### config.mk
export PLATFORM = sky130hd
export DESIGN_NAME = reflet_rom_loader
export DESIGN_NICKNAME = d
export VERILOG_FILES = /design/src/rtl/reflet_rom_loader.sv
export SDC_FILE = /design/constraint.sdc
export NUM_CORES = 1
export LEC_CHECK = 0
export CORE_MARGIN = 2
export CORE_UTILIZATION = 47
export CTS_CLUSTER_SIZE = 40
export DETAILED_ROUTE_END_ITERATION = 6
export GPL_ROUTABILITY_DRIVEN = 0
export MAX_ROUTING_LAYER = met4
export PLACE_DENSITY = 0.87
export SYNTH_ARGS = -nofsm -noshare
export SYNTH_HDL_FRONTEND = slang
export SYNTH_SLANG_ARGS = --single-unit
### constraint.sdc
create_clock -name clk -period 2.5 [get_ports clk]
set_input_delay 0.375 -clock clk [delete_from_list [all_inputs] [get_ports clk]]
set_output_delay 0.375 -clock clk [all_outputs]
set_load 0.01 [all_outputs]
### src/rtl/reflet_rom_loader.sv
// Boot loader: validates the "ASRM" header of a synchronous byte ROM, then
// streams the whole image into a RAM write port while the CPU is held off.
//
// state | meaning
// IDLE  | waiting for start after reset
// MAGIC | reading header bytes 0..3 and comparing with MAGIC
// COPY  | streaming ROM bytes 0..ROM_SIZE-1 into RAM
// DONE  | image copied, done held until next start
// ERROR | header mismatch, error held until next start
module reflet_rom_loader #(
  parameter int                    ADDR_WIDTH = 8,
  parameter int                    ROM_SIZE   = 256,
  parameter logic [31:0]           MAGIC      = 32'h4153524D,
  parameter logic [ADDR_WIDTH-1:0] RAM_BASE   = '0
) (
  input  logic                  clk,
  input  logic                  reset,
  input  logic                  start,
  output logic [ADDR_WIDTH-1:0] rom_addr,
  output logic                  rom_enable,
  input  logic [7:0]            rom_data,
  output logic [ADDR_WIDTH-1:0] ram_addr,
  output logic [7:0]            ram_data,
  output logic                  ram_wr,
  output logic                  busy,
  output logic                  done,
  output logic                  error
);

  localparam int             CW     = ADDR_WIDTH + 1;
  localparam logic [CW-1:0]  SIZE_C = CW'(ROM_SIZE);
  localparam logic [CW-1:0]  HDR_C  = CW'(4);

  typedef enum logic [2:0] {
    S_IDLE,
    S_MAGIC,
    S_COPY,
    S_DONE,
    S_ERROR
  } state_t;

  state_t                  state, state_nx;
  logic [CW-1:0]           issue_cnt, issue_nx;
  logic [CW-1:0]           recv_cnt, recv_nx;
  logic                    rd_pend, pend_nx;
  logic                    hdr_bad, bad_nx;
  logic                    drain, drain_nx;
  logic [ADDR_WIDTH-1:0]   waddr_nx;
  logic [7:0]              wdata_nx;
  logic                    wr_nx;
  logic                    issuing;
  logic                    sample;
  logic [7:0]              exp_byte;

  always_ff @(posedge clk or negedge reset) begin
    if (!reset) begin
      state     <= S_IDLE;
      issue_cnt <= '0;
      recv_cnt  <= '0;
      rd_pend   <= 1'b0;
      hdr_bad   <= 1'b0;
      drain     <= 1'b0;
      ram_addr  <= '0;
      ram_data  <= '0;
      ram_wr    <= 1'b0;
    end else begin
      state     <= state_nx;
      issue_cnt <= issue_nx;
      recv_cnt  <= recv_nx;
      rd_pend   <= pend_nx;
      hdr_bad   <= bad_nx;
      drain     <= drain_nx;
      ram_addr  <= waddr_nx;
      ram_data  <= wdata_nx;
      ram_wr    <= wr_nx;
    end
  end

  always_comb begin
    issuing = 1'b0;
    if (state == S_MAGIC)     issuing = !hdr_bad && (issue_cnt < HDR_C);
    else if (state == S_COPY) issuing = (issue_cnt < SIZE_C);
    sample = rd_pend && (((state == S_MAGIC) && !hdr_bad) || (state == S_COPY));
    case (recv_cnt[1:0])
      2'd0:    exp_byte = MAGIC[31:24];
      2'd1:    exp_byte = MAGIC[23:16];
      2'd2:    exp_byte = MAGIC[15:8];
      default: exp_byte = MAGIC[7:0];
    endcase
    rom_addr   = issuing ? issue_cnt[ADDR_WIDTH-1:0] : '0;
    rom_enable = ((state == S_MAGIC) && !hdr_bad) || (state == S_COPY);
    busy       = (state == S_MAGIC) || (state == S_COPY);
    done       = (state == S_DONE);
    error      = (state == S_ERROR);
  end

  always_comb begin
    state_nx = state;
    issue_nx = issue_cnt + CW'(issuing);
    recv_nx  = recv_cnt;
    pend_nx  = issuing;
    bad_nx   = hdr_bad;
    drain_nx = drain;
    waddr_nx = ram_addr;
    wdata_nx = ram_data;
    wr_nx    = 1'b0;
    case (state)
      S_IDLE, S_DONE, S_ERROR: begin
        if (start) begin
          state_nx = S_MAGIC;
          issue_nx = '0;
          recv_nx  = '0;
          pend_nx  = 1'b0;
          bad_nx   = 1'b0;
          drain_nx = 1'b0;
        end
      end
      S_MAGIC: begin
        // After a mismatch, one cycle lets the read already in flight drain
        if (hdr_bad) begin
          pend_nx = 1'b0;
          if (drain) state_nx = S_ERROR;
          else       drain_nx = 1'b1;
        end else if (sample) begin
          if (rom_data != exp_byte) begin
            bad_nx = 1'b1;
          end else if (recv_cnt == HDR_C - CW'(1)) begin
            state_nx = S_COPY;
            issue_nx = '0;
            recv_nx  = '0;
            pend_nx  = 1'b0;
          end else begin
            recv_nx = recv_cnt + CW'(1);
          end
        end
      end
      S_COPY: begin
        if (sample) begin
          wr_nx    = 1'b1;
          wdata_nx = rom_data;
          waddr_nx = RAM_BASE + recv_cnt[ADDR_WIDTH-1:0];
          recv_nx  = recv_cnt + CW'(1);
        end
        if (ram_wr && (recv_cnt == SIZE_C)) state_nx = S_DONE;
      end
      default: state_nx = S_IDLE;
    endcase
  end

endmodule
After elaboration in Yosys (flattened, before gate mapping). Index checks and enable logic that the tools add are counted. W data, S select, Z words.

Register bits: 41. Input port bits: 11. Word-level logic and storage cells: 90. Output and inout port bits: 29.

Multiplexer cells: 40. Reduce and logical (&&, ||, !) cells: 17. $add $sub $neg: 2. Equality and inequality tests: 20. Magnitude comparators: 2.

Operators by type and width (number): $mux W9 (11); $pmux W9 S3 (1); $mux W3 (7); $pmux W9 S2 (1); $pmux W5 S3 (1); $mux W1 (14); $ne A2 B2 Y1 const B (6); $reduce_and A6 Y1 (2); $add A9 B1 Y9 (1); $add A9 B1 Y9 const B (1); $eq A9 B2 Y1 const B (1); $eq A9 B9 Y1 const B (1); $lt A9 B3 Y1 const B (1); $lt A9 B9 Y1 const B (1); $ne A3 B3 Y1 const B (3); $pmux W3 S3 (1); $mux W8 (1); $ne A8 B8 Y1 (1); $eq A3 B2 Y1 const B (2); $pmux W1 S2 (3); $logic_and A1 B1 Y1 (4); $reduce_and A2 Y1 (2); $eq A3 B1 Y1 const B (1); $eq A3 B3 Y1 const B (1); other kinds (12) (13).

Longest topological paths before layout.
Word-level depth: 9. Mapped depth: 10. Gate-level depth less buffers: 9.

Least setup slack after synthesis. Ideal clock, no wire load.

Path kind: register to register. Start: reg state[2]. End: reg issue_cnt[8]. Library setup time: 0.118 ns. Data required time: 2.382 ns. Slack: 0.032 ns. Path buffers: 1. Clock period less this slack: 2.468 ns. Cell stages (with the launch flop): 11. Arrival: 2.350 ns. Path through: dfrtp_1 clkbuf_1 or3b_1 nor2_1 nand3_1 a21oi_1 ha_1 ha_1 nand4_1 xor2_1 nor2_1.

Cells in the longest elaborated chain, start to end: 9. Elaborated cells between the ends (all ways): 18. Those cells by class: 1 x add/sub; 4 x eq/ne; 8 x mux; 5 x reduce/logical.

Ends and longest elaborated chain: start, declared (line 42) `state_t state, state_nx;`; start signal, assigned (line 67) `state <= state_nx;`; $eq A3 B2 Y1 (line 82, 83); $mux W1 (line 82) `else if (state == S_COPY) issuing = (issue_cnt < SIZE_C);`; $mux W1 (line 81) `if (state == S_MAGIC) issuing = !hdr_bad && (issue_cnt < HDR_C);`; $add A9 B1 Y9 (line 99) `issue_nx = issue_cnt + CW'(issuing);`; $mux W9 (line 127) `end else if (recv_cnt == HDR_C - CW'(1)) begin`; $mux W9 (line 125) `if (rom_data != exp_byte) begin`; $mux W9 (line 124) `end else if (sample) begin`; $mux W9 (line 120) `if (hdr_bad) begin`; $pmux W9 S2 (*) (line 107) `case (state)`; net issue_nx[8] (line 43) `logic [CW-1:0] issue_cnt, issue_nx;`; end signal, assigned (line 68) `issue_cnt <= issue_nx;`; end, declared (line 43).

Mark *: on every way through the listed nets, which the timed path passes. The rest lies on a longest branch. A chain may end at the register's enable or synchronous reset.

Final worst setup path.
Start: reg state[1]. End: out rom_enable.

Cells in the longest elaborated chain, start to end: 3. Elaborated cells between the ends (all ways): 4. Those cells by class: 2 x eq/ne; 2 x reduce/logical.

Ends and longest elaborated chain: $eq A3 B1 Y1 (line 91) `rom_enable = ((state == S_MAGIC) && !hdr_bad) || (state == S_COPY);`; $logic_and A1 B1 Y1 (line 91); $logic_or A1 B1 Y1 (*) (line 91); end, declared (line 20) `output logic rom_enable,`.

Mark *: on every way between the ends. The rest lies on a longest branch, timed or not.

==> results.yml <==
synthesis:
  synthAdderAreaFrac: 0.0286
  syn_nets: 227
  synthMuxAreaShare: 0.0871
  yosys.area.top_type: "dfrtp_1"
  synthCells: 211
  synth-edff-count: 0
  synth_common_cells: "dfrtp_1, nor2_1, mux2_1, a21oi_1, and2_1"
  synth_cell_types: 44
  synth_top_cell_area_share: 0.470
  async_reset_ff_frac: 1.00
  syn_avg_cell_area_um2: 10.4
  synth_top_family_by_area: "simple AND/OR/NAND/NOR gates"
  synth_compound_area_frac: 0.107
  yosysMostFrequentCell: "dfrtp_1"
  yosysSeqAreaShare: 0.470
  synth-seq-cells: 41
  synth_area_leaders: "dfrtp_1, mux2_1, a21oi_1"
  synth_area_mm2: 0.00218
  ys.flop_type: "dfrtp_1"
  synth-simple-area-share: 0.238
  ys_warn_count: 0
  synthXorXnorAreaFrac: 0.0321
drt:
  ant_nets: 0
  num_vias: 1787
  routed_via_density: 5.73
  wl_per_cell_um: 15.6
  drc: 0
  drt-initial-drc-count: 123
  wl_um: 4870
  firstDrtPassIters: 4
timing:
  maxSlewHeadroom: 0.384
  rsz0062_at_grt: "false"
  maxSlewViolCount: 0
  finalClockSkew_ns: 0.00685
  max_freq_ghz: 0.414
  tightest_slew_ns: 0.924
  setup_viol: 0
  period_needed_ns: 2.42
  finalHoldViolCount: 0
  setup_tns_ns: 0
  fin_crit_sh: 0.967
clock_network:
  cts.path.max_buffers: 2
  cts_resized: 14
  post_cts_buffers: 0
  cts_sinks: 41
  htree_levels: 2
  clk_pin_slew_worst_paths_ns: 0.07
  clockRootBuffer: "clkbuf_8"
  numCtsBuffers: 5
  clk_latency_ns: 0.29
  cts_tree: "done"
  cts_hold_buffers: 0
worst_setup_path:
  start_kind: "flip-flop"
  crit_required_ns: 2.12
  endpoint_kind: "primary output"
  r2r-end: "recv_cnt[5]$_DFFE_PN0P_"
  worst-setup-path-type: "reg -> out"
  crit_fanout: 14
  reg2regPathDepth: 8
  arrival_ns: 2.04
  reg2reg_slack_ns: 0.19
  r2r_start: "recv_cnt[0]$_DFFE_PN0P_"
grt:
  grt_pass1_wl_um: 8200
  antenna_found_initial: 0
  grt-ovfl-total: 0
  grt_pass1_vias: 1712
  grtUsageTotal: 0.207
  grt_max_degree: 42
placement:
  hpwl_um: 3530
  io_buffers: 39
die:
  initial_core_util: 0.495
  rows: 24
  io_pins: 40
  core_mm2: 0.00441
  die_w_um: 72.2
  die_area_mm2: 0.00521
  die-height_um: 72.2
final_layout:
  synthToLayoutAreaGrowth_pct: 27.0
  final_util: 0.629
  fillerInstances: 349
  final_layout_size_suffix_gt1_frac: 0.119
  num-nets-final: 275
  n_antenna_cell: 0
worst_hold_path:
  worstHoldPathType: "in -> async"
run_status:
  status: "completed"
flow_run:
  drv_cap: 0
power:
  power_per_cell_area_mw_per_mm2: 803
  peakVddDrop_uv: 438
  p_leak_uw: 0.00131
[worst max-delay path by stage]
stage,slack (ns),startpoint,cells past startpoint,end
after floorplan,0.03,state[2]$_DFFE_PN0P_,10,issue_cnt[8]$_DFF_PN0_
after global placement,0.17,state[1]$_DFFE_PN0P_,7,rom_addr[1]
after detailed placement,0.07,state[1]$_DFFE_PN0P_,7,rom_addr[7]
after CTS,0.06,state[1]$_DFFE_PN0P_,4,rom_enable
after global routing,0.008,state[1]$_DFFE_PN0P_,6,rom_enable
final,0.08,state[1]$_DFFE_PN0P_,4,rom_enable
[critical path: stages, from the launching register on]
cell and delay [ns]:
dfrtp_1 0.39, buf_6 0.15, or4b_1 0.57, nand2_1 0.10
clkdlybuf4s50_1 0.53
[cell usage in the layout (no fill, tap or decap), types with 2 or more instances in the layout]
master and count:
dfrtp_1 41, clkdlybuf4s50_1 30, nor2_1 16, mux2_1 16
a21oi_1 14, and2_1 11, nand3_1 10, nand2_1 10
o31ai_1 9, buf_4 9, or4_1 8, dlygate4sd2_1 8
inv_1 7, xor2_1 7, clkbuf_8 7, nand4_1 4
nor3b_1 4, ha_1 4, and3_1 3, or3_1 3
or4b_1 3, nand2b_1 2, o21bai_1 2, nor3_1 2
nor4_1 2, nor2_2 2, o21ai_0 2, buf_6 2
[state kept, by name, indices dropped and copies added (netlist names)]
register   cells
rd_pend        1
drain          1
ram_addr       8
hdr_bad        1
state          3
ram_data       8
ram_wr         1
recv_cnt       9
issue_cnt      9
[final cells by class]
cell class	count	area, µm²	share of cell area
multi-input combinational	153	1090	0.392
sequential	41	1030	0.370
timing repair buffer	50	465	0.168
clock buffer	7	96.3	0.0347
tap	52	65.1	0.0234
inverter	8	30.0	0.0108
clock inverter	1	5.00	0.00180
[metal layers]
layer | GRT usage | part of all wire | vias to the layer above
met2 | 0.319 | 0.49 | 55
met3 | 0.0431 | 0.053 | 10
li1 | - | - | 854
met5 | - | 0 | -
met4 | 0.0734 | 0.018 | 0
met1 | 0.272 | 0.44 | 868
[per-stage QoR]
stage / hold WS [ns] / area [µm²] / power, µW / setup WS (ns) / cells
floorplan: 0.0794 / 2180 / 1420 / 0.0320 / 211
global placement: 0.466 / 2670 / 1710 / 0.167 / 304
detailed placement: 0.474 / 2670 / 1740 / 0.0698 / 304
CTS: 0.238 / 2780 / 2240 / 0.0563 / 312
global route: 0.289 / 2780 / 2370 / 0.00802 / 312
finish: 0.215 / 2780 / 2230 / 0.0834 / 312
[cell families (layout without fill, tap and decap cells)]
logic type | count (synthesis) | after routing
flip-flops | 41 | 41
multiplexers | 17 | 17
AO/OA/AOI/OAI | 35 | 35
adder cells (fa/ha/maj) | 5 | 5
AND/OR/NAND/NOR | 88 | 88
XOR/XNOR | 8 | 8
buffers and inverters | 17 | 66
[power breakdown]
part	total, µW	internal, µW	switching, µW
clock	473	249	223
sequential	818	740	77.9
combinational	937	404	533
Note: power is estimated with default switching activity, not from simulation.
